`config.mk`:
```
export PLATFORM = sky130hd
export DESIGN_NAME = dfifo32_wr_ctrl_flat
export DESIGN_NICKNAME = d
export VERILOG_FILES = /design/src/rtl/dfifo32_pkg.sv /design/src/rtl/dfifo32_wr_ctrl_if.sv /design/src/rtl/dfifo32_ptr_sync.sv /design/src/rtl/dfifo32_wr_ctrl.sv /design/src/flat_wrapper.sv
export SDC_FILE = /design/constraint.sdc
export NUM_CORES = 1
export LEC_CHECK = 0
export CORE_AREA = 2 2 70 72
export DETAILED_ROUTE_END_ITERATION = 6
export DIE_AREA = 0 0 72 74
export PLACE_DENSITY = 0.56
export SLEW_MARGIN = 15
export SYNTH_ARGS = -nofsm -noshare
export SYNTH_HDL_FRONTEND = slang
export SYNTH_SLANG_ARGS = --single-unit
```
`constraint.sdc`:
```
create_clock -name wr_clk -period 4.25 [get_ports wr_clk]
set_clock_uncertainty 0.2 [all_clocks]
set_input_delay 0.85 -clock wr_clk [delete_from_list [all_inputs] [get_ports wr_clk]]
set_output_delay 0.85 -clock wr_clk [all_outputs]
set_load 0.01 [all_outputs]
```
`src/rtl/dfifo32_pkg.sv`:
```
// Shared definitions for the DFIFO32 write and read controllers.
// Gray/binary helpers work at the widest legal pointer width; callers zero-extend and truncate.
package dfifo32_pkg;

  localparam int unsigned ADDR_WIDTH_DEF = 5;
  localparam int unsigned PTR_W_DEF      = ADDR_WIDTH_DEF + 1;
  localparam int unsigned PTR_W_MAX      = 11;

  function automatic logic [PTR_W_MAX-1:0] bin2gray(input logic [PTR_W_MAX-1:0] b);
    return b ^ (b >> 1);
  endfunction

  // Zero upper bits stay zero, so a narrower pointer converts correctly after zero-extension.
  function automatic logic [PTR_W_MAX-1:0] gray2bin(input logic [PTR_W_MAX-1:0] g);
    logic [PTR_W_MAX-1:0] b;
    b[PTR_W_MAX-1] = g[PTR_W_MAX-1];
    for (int i = int'(PTR_W_MAX) - 2; i >= 0; i--) begin
      b[i] = b[i+1] ^ g[i];
    end
    return b;
  endfunction

endpackage

```
`src/rtl/dfifo32_wr_ctrl_if.sv`:
```
// Producer/RAM/pointer-exchange bundle for the DFIFO32 write controller.
interface dfifo32_wr_ctrl_if
  import dfifo32_pkg::*;
#(
  parameter int unsigned ADDR_WIDTH = ADDR_WIDTH_DEF
);
  localparam int unsigned PTR_W = ADDR_WIDTH + 1;

  logic                  wr_req;
  logic [PTR_W-1:0]      rd_ptr_gray;
  logic                  ram_wr_en;
  logic [ADDR_WIDTH-1:0] ram_wr_addr;
  logic [PTR_W-1:0]      wr_ptr_gray;
  logic                  wr_full;
  logic                  wr_almost_full;
  logic [PTR_W-1:0]      wr_water_level;
  logic                  wr_overflow;

  modport master (
    output wr_req, rd_ptr_gray,
    input  ram_wr_en, ram_wr_addr, wr_ptr_gray, wr_full, wr_almost_full,
           wr_water_level, wr_overflow
  );

  modport slave (
    input  wr_req, rd_ptr_gray,
    output ram_wr_en, ram_wr_addr, wr_ptr_gray, wr_full, wr_almost_full,
           wr_water_level, wr_overflow
  );

endinterface

```
`src/rtl/dfifo32_ptr_sync.sv`:
```
// Two-flop synchroniser for a Gray pointer crossing into the local clock domain.
module dfifo32_ptr_sync #(
  parameter int unsigned PTR_W = 6
) (
  input  logic             clk,
  input  logic             rst,
  input  logic [PTR_W-1:0] ptr_i,
  output logic [PTR_W-1:0] ptr_o
);

  (* ASYNC_REG = "TRUE", dont_retime = "true" *) logic [PTR_W-1:0] s1_q;
  (* ASYNC_REG = "TRUE", dont_retime = "true" *) logic [PTR_W-1:0] s2_q;

  always_ff @(posedge clk or posedge rst) begin
    if (rst) begin
      s1_q <= '0;
      s2_q <= '0;
    end else begin
      s1_q <= ptr_i;
      s2_q <= s1_q;
    end
  end

  assign ptr_o = s2_q;

endmodule

```
`src/rtl/dfifo32_wr_ctrl.sv`:
```
// DFIFO32 write-side controller: write pointer, RAM write port, Gray export and
// full/almost-full/level status against the synchronised read pointer.
module dfifo32_wr_ctrl
  import dfifo32_pkg::*;
#(
  parameter int unsigned ADDR_WIDTH      = ADDR_WIDTH_DEF,
  parameter int unsigned ALMOST_FULL_NUM = 28
) (
  input  logic             wr_clk,
  input  logic             asyn_rst,
  dfifo32_wr_ctrl_if.slave bus
);

  localparam int unsigned PTR_W = ADDR_WIDTH + 1;

  logic [PTR_W-1:0] wr_bin_q,   wr_bin_d;
  logic [PTR_W-1:0] wr_gray_q,  wr_gray_d;
  logic [PTR_W-1:0] level_q,    level_d;
  logic             full_q,     full_d;
  logic             afull_q,    afull_d;
  logic             ovf_q,      ovf_d;
  logic [PTR_W-1:0] rd_gray_s2;
  logic [PTR_W-1:0] rd_bin_s;
  logic [PTR_W-1:0] full_gray;
  logic             wr_en;

  dfifo32_ptr_sync #(
    .PTR_W (PTR_W)
  ) u_rd_sync (
    .clk   (wr_clk),
    .rst   (asyn_rst),
    .ptr_i (bus.rd_ptr_gray),
    .ptr_o (rd_gray_s2)
  );

  // Status is computed from the post-write pointer so it is valid one edge after the write.
  always_comb begin
    wr_en     = bus.wr_req & ~full_q;
    wr_bin_d  = wr_bin_q + PTR_W'(wr_en);
    wr_gray_d = PTR_W'(bin2gray(PTR_W_MAX'(wr_bin_d)));
    rd_bin_s  = PTR_W'(gray2bin(PTR_W_MAX'(rd_gray_s2)));
    full_gray = {~rd_gray_s2[PTR_W-1 -: 2], rd_gray_s2[PTR_W-3:0]};
    level_d   = wr_bin_d - rd_bin_s;
    full_d    = (wr_gray_d == full_gray);
    afull_d   = (level_d >= PTR_W'(ALMOST_FULL_NUM));
    ovf_d     = bus.wr_req & full_q;
  end

  always_ff @(posedge wr_clk or posedge asyn_rst) begin
    if (asyn_rst) begin
      wr_bin_q  <= '0;
      wr_gray_q <= '0;
      level_q   <= '0;
      full_q    <= 1'b0;
      afull_q   <= 1'b0;
      ovf_q     <= 1'b0;
    end else begin
      wr_bin_q  <= wr_bin_d;
      wr_gray_q <= wr_gray_d;
      level_q   <= level_d;
      full_q    <= full_d;
      afull_q   <= afull_d;
      ovf_q     <= ovf_d;
    end
  end

  assign bus.ram_wr_en      = wr_en;
  assign bus.ram_wr_addr    = wr_bin_q[ADDR_WIDTH-1:0];
  assign bus.wr_ptr_gray    = wr_gray_q;
  assign bus.wr_full        = full_q;
  assign bus.wr_almost_full = afull_q;
  assign bus.wr_water_level = level_q;
  assign bus.wr_overflow    = ovf_q;

endmodule

```
`src/flat_wrapper.sv`:
```
// flat-port wrapper written by rule: the top's interface ports become plain ports
module dfifo32_wr_ctrl_flat import dfifo32_pkg::*;
#(
  parameter int unsigned ADDR_WIDTH      = ADDR_WIDTH_DEF,
  parameter int unsigned ALMOST_FULL_NUM = 28
)
  (wr_clk, asyn_rst, bus_wr_req, bus_rd_ptr_gray, bus_ram_wr_en, bus_ram_wr_addr, bus_wr_ptr_gray, bus_wr_full, bus_wr_almost_full, bus_wr_water_level, bus_wr_overflow);
  dfifo32_wr_ctrl_if #(.ADDR_WIDTH(ADDR_WIDTH)) bus_i ();
  input  logic wr_clk;
  input  logic asyn_rst;
  input wire logic [$bits(bus_i.wr_req)-1:0] bus_wr_req;
  input wire logic [$bits(bus_i.rd_ptr_gray)-1:0] bus_rd_ptr_gray;
  output wire logic [$bits(bus_i.ram_wr_en)-1:0] bus_ram_wr_en;
  output wire logic [$bits(bus_i.ram_wr_addr)-1:0] bus_ram_wr_addr;
  output wire logic [$bits(bus_i.wr_ptr_gray)-1:0] bus_wr_ptr_gray;
  output wire logic [$bits(bus_i.wr_full)-1:0] bus_wr_full;
  output wire logic [$bits(bus_i.wr_almost_full)-1:0] bus_wr_almost_full;
  output wire logic [$bits(bus_i.wr_water_level)-1:0] bus_wr_water_level;
  output wire logic [$bits(bus_i.wr_overflow)-1:0] bus_wr_overflow;
  assign bus_i.wr_req = bus_wr_req;
  assign bus_i.rd_ptr_gray = bus_rd_ptr_gray;
  assign bus_ram_wr_en = bus_i.ram_wr_en;
  assign bus_ram_wr_addr = bus_i.ram_wr_addr;
  assign bus_wr_ptr_gray = bus_i.wr_ptr_gray;
  assign bus_wr_full = bus_i.wr_full;
  assign bus_wr_almost_full = bus_i.wr_almost_full;
  assign bus_wr_water_level = bus_i.wr_water_level;
  assign bus_wr_overflow = bus_i.wr_overflow;
  dfifo32_wr_ctrl #(.ADDR_WIDTH(ADDR_WIDTH), .ALMOST_FULL_NUM(ALMOST_FULL_NUM)) u_core (.wr_clk(wr_clk), .asyn_rst(asyn_rst), .bus(bus_i));
endmodule
```
# --- Word level (Yosys, flattened, before mapping) ---
# Cells that the tools add are included.
totals:
  out_inout_bits: 21
  register_bits: 33
op_classes:
  add_sub_neg: 2
  eq_ne: 1
  magnitude_cmp: 1
  bitwise_logic: 10
op_table:
  columns: ["cell", "n"]
  rows:
  - ["adder 6 x 1 -> 6 bit", 1]
  - ["== test 6 bit", 1]
  - ["greater-or-equal comparator 6 x 5 -> 1 bit (second input constant)", 1]
  - ["subtractor 6 bit", 1]
  - ["bitwise XOR 6 x 5 -> 6 bit", 1]
  - ["bitwise XOR 1 bit", 5]
  - ["AND 1 bit", 2]
  - ["inverter 2 bit", 1]
  - ["inverter 1 bit", 1]

# --- Longest topological paths before layout ---
logic_depth:
  word_depth: 7
  ltp_mapped: 12
  mapped_depth_nobuf: 12

# --- Modules after synthesis ---
# Synthesis repeated with hierarchy kept, for this count alone.
unflattened:
  hier_cells: 135
  area_unflattened_um2: 1536.5
modules_own_cells:
  columns: ["mod", "area_each_um2", "seq_area_each_um2", "cells_per_inst", "instances"]
  rows:
  - ["dfifo32_wr_ctrl", 1232.4, 500.5, 122, 1]
  - ["dfifo32_ptr_sync", 304.0, 300.3, 13, 1]

# --- Worst setup path after synthesis ---
# No wires, ideal clock.
synth_path:
  kind: "input to register"
  start: "in bus_wr_req"
  end: "reg u_core.afull_q, in the netlist u_core.bus.wr_almost_full"
  t_arrival_ns: 3.010
  cell_stages: 11
  path_buffers: 1
  setup_time_ns: 0.134
  setup_slack_ns: 0.906
  cell_sequence: "nor2b_1 > ha_1 > ha_1 > xor2_2 > ha_1 > clkbuf_1 > nor2b_1 > o21ai_0 > nand2b_1 > a2bb2oi_1 > o211ai_1"
synth_between:
  elab_chain_cells: 4
synth_rtl:
  columns: ["item", "line_no", "source"]
  rows:
  - ["from (decl)", "flat_wrapper.sv:11", "input wire logic [$bits(bus_i.wr_req)-1:0] bus_wr_req;"]
  - ["AND 1 bit", "dfifo32_wr_ctrl.sv:38", "wr_en = bus.wr_req & ~full_q;"]
  - ["adder 6 x 1 -> 6 bit", "dfifo32_wr_ctrl.sv:39", "wr_bin_d = wr_bin_q + PTR_W'(wr_en);"]
  - ["via u_core.wr_bin_d[2]", "dfifo32_wr_ctrl.sv:16", "logic [PTR_W-1:0] wr_bin_q, wr_bin_d;"]
  - ["subtractor 6 bit", "dfifo32_wr_ctrl.sv:43", "level_d = wr_bin_d - rd_bin_s;"]
  - ["greater-or-equal comparator 6 x 5 -> 1 bit", "dfifo32_wr_ctrl.sv:45", "afull_d = (level_d >= PTR_W'(ALMOST_FULL_NUM));"]
  - ["via u_core.afull_d", "dfifo32_wr_ctrl.sv:20", "logic afull_q, afull_d;"]
  - ["to (signal assigned)", "dfifo32_wr_ctrl.sv:62", "afull_q <= afull_d;"]
  - ["to (decl)", "dfifo32_wr_ctrl.sv:20", null]
# The timed path passes the listed nets, and every way through them passes these cells.

# --- Final worst setup path ---
# Ends and elaborated chain as after synthesis.

==> impl_metrics.csv <==
group,metric,value,unit
clocking,cts_sinks,32,
clocking,htreeDepth,2,
yosys,synth_top_area_share,52.46,%
placement,gp_congestion,0.8314,
clocking,ctsResizeCount,0,
outcome,status,"completed",
clocking,postCtsHoldBufs,0,
global_routing,antenna_found_initial,0,
yosys,synthTopCellsByCount,"32 x dfrtp_1, 11 x xnor2_1, 9 x xor2_1",
yosys,synthCells,123,
yosys,yosysTopAreaCell,"dfrtp_1",
yosys,avgSynthCellArea,12.41,um^2
yosys,ys_seq_elements,32,
global_routing,gr-usage-all-layers,11.54,%
yosys,post_synth_instance_area,0.001526,mm^2
critical_path,cp-end-kind,"flop",
worst_hold_path,min-delay-start,"u_core.u_rd_sync.s1_q[5]",
timing,max_slew_margin,73.93,%
global_routing,grt_pass1_wl,4.560,mm
power,irDropWorstVdd,0.4023,mV
placement,portBuffers,29,
timing,fin_crit_sh,85.06,%
yosys,ys_async_sr_fraction,100.0,%
worst_hold_path,worstHoldPathType,"flop to flop",
yosys,synth_top_flop_cell,"dfrtp_1",
floorplanning,fp.dieH,74,um
critical_path,r2r_setup_slack,1.07,ns
route,routed_wl,2.652,mm
global_routing,grt_max_degree,33,
route,drtIter0Drc,100,
timing,slew_viol_final,0,
yosys,synth_most_common_cell,"dfrtp_1",
timing,maxClockFrequency,0.2766,GHz
timing,setup_viol,0,
clocking,insertion_delay,0.28,ns
clocking,clk_pin_slew,0.06,ns
route,vias,979,
floorplanning,io_pins,30,
yosys,syn_nets,140,
power,power.density,843.0,mW/mm^2
route,firstDrtPassIters,4,
job,cap_violations,0,
floorplanning,die_w,72,um
critical_path,worstPathMaxFanout,8,
yosys,synth_edf_count,0,
global_routing,grt-ovfl-total,0,
floorplanning,die_area,0.005328,mm^2
worst_hold_path,min_to,"u_core.u_rd_sync.ptr_o[5]",
timing,tightest_slew,0.3882,ns
critical_path,r2r_end,"u_core.bus.wr_almost_full",
power,leakage,0.8627,nW
route,drc_errors,0,
timing,fin_tns_setup,0,ns
clocking,clockRootBuffer,"clkbuf_8",
timing,finalHoldViolations,0,
yosys,ys_seq_area_share,52.46,%
critical_path,crit_required,4.20,ns
route,vias_per_cell,4.618,
critical_path,ff2ff_path_depth,11,
yosys,ys.warnings.count,0,
finish,diodes,0,
placement,dp_hpwl,1.954,mm
route,post_drt_wl_per_cell,12.51,um
clocking,cts_setup_buffers,0,
clocking,tritoncts,"yes",
critical_path,rr_startpoint,"u_core.u_rd_sync.ptr_o[5]",
critical_path,cp-start-kind,"primary input",
finish,fillers,422,
finish,fin_cells,212,
placement,dpl.cell_count,204,
timing,period_needed,3.615,ns
critical_path,crit_type,"primary input to flop",
finish,syn2layout_area_growth,28.93,%
floorplanning,rows,25,
critical_path,cp.arrival,3.56,ns
clocking,cts_buffer_depth,2,
yosys,synth_cell_types,31,
finish,nets,174,
route,drtAntennaViolNets,0,
finish,drive_gt1_share,9.494,%
worst_hold_path,hold_path_depth,0,
global_routing,first_global_vias,989,
floorplanning,initial_core_util,33.20,%
yosys,synth.area.top_cells,"dfrtp_1 52%, xnor2_1 6.3%, ha_1 5.7%, xor2_1 5.2%, xor2_2 4.3%",
timing,grt_setup_unrepaired,"no",
clocking,cts-buffers-inserted,5,
floorplanning,fp.coreArea,0.004598,mm^2
critical path, stage by stage:
cell,delay (ns)
clkdlybuf4s50_1,0.46
nor2b_1,0.17
ha_1,0.28
ha_1,0.34
xor2_2,0.33
ha_1,0.38
nor2b_1,0.17
o21ai_0,0.20
nand2b_1,0.13
a2bb2oi_1,0.15
o211ai_1,0.10
final cells by class:
class                      count  area, um^2  area share (%)
sequential                    32       800.8           40.69
multi-input combinational     81       685.7           34.84
timing repair buffer          30       297.8           15.13
clock buffer                   8       90.09           4.577
tap                           54       67.56           3.433
inverter                       7       26.28           1.335
routing by layer:
layer  up-vias  global-route usage [%]  wire length [um]
met1       468                   14.07              1139
li1        480                       -                 -
met4         0                   7.338                76
met3         8                   4.472               144
met2        23                   17.28              1292
met5         -                       0                 0
metrics by stage:
step	power (W)	hold slack, ns	utilization (%)	cell area (um^2)	setup WS, ns
2_1_floorplan	0.001131	0.1312	-	1526	0.9059
3_3_place_gp	0.001424	0.1327	40.84	1878	0.4892
3_5_place_dp	0.001431	0.1364	40.84	1878	0.3901
4_1_cts	0.001680	0.1474	42.80	1968	0.6769
5_1_grt	0.001807	0.1530	42.80	1968	0.4406
6_report	0.001659	0.1422	42.80	1968	0.6350
flip-flops by register name (all words and copies together) (netlist names):
signal / count
u_core.bus.wr_water_level: 6
u_core.u_rd_sync.ptr_o: 6
u_core.u_rd_sync.s1_q: 6
u_core.wr_bin_q: 6
u_core.bus.wr_ptr_gray: 5
u_core.bus.wr_almost_full: 1
u_core.bus.wr_full: 1
u_core.bus.wr_overflow: 1
placed cells by master (no fill, tap or decap), drive strengths merged:
master / synthesis / layout
mux2: 2 / 2
buf: 0 / 1
ha: 7 / 7
nor2: 6 / 6
a32oi: 1 / 1
a31oi: 1 / 1
nand2: 7 / 7
o21ai: 1 / 1
and3b: 1 / 1
o31ai: 1 / 1
nor4: 1 / 1
clkdlybuf4s50: 0 / 29
and2: 1 / 1
xnor3: 1 / 1
nor4b: 1 / 1
xnor2: 12 / 12
nand3: 4 / 4
inv: 7 / 7
o211ai: 2 / 2
a21oi: 7 / 7
fa: 1 / 1
a2bb2oi: 2 / 2
clkbuf: 3 / 8
dfrtp: 32 / 32
nand2b: 1 / 1
nor2b: 4 / 4
xor3: 1 / 1
xor2: 13 / 13
o21a: 2 / 2
o311ai: 1 / 1
report_power, final:
part | internal (W) | total (W) | switching [W]
Combinational | 0.000484 | 0.000938 | 0.000454
Clock | 0.000132 | 0.000235 | 0.000103
Sequential | 0.000413 | 0.000486 | 0.0000735
worst max path at each step:
stage / end / from / cells past startpoint
after floorplan: u_core.bus.wr_almost_full / bus_wr_req / 11
final: u_core.bus.wr_almost_full / bus_wr_req / 11
after detailed placement: u_core.bus.wr_almost_full / bus_wr_req / 11
after global placement: u_core.bus.wr_almost_full / bus_wr_req / 11
after CTS: u_core.bus.wr_almost_full / bus_wr_req / 11
after global routing: u_core.bus.wr_almost_full / bus_wr_req / 11
cell families after synthesis:
logic type               count (synthesis)  synth area share, %
buffers and inverters                   10                2.623
flip-flops                              32                52.46
multiplexers                             2                1.475
XOR/XNOR                                27                20.08
adder cells (fa/ha/maj)                  8                7.049
AO/OA/AOI/OAI                           18                7.787
AND/OR/NAND/NOR                         26                8.526
(Power assumes the default switching activity.)
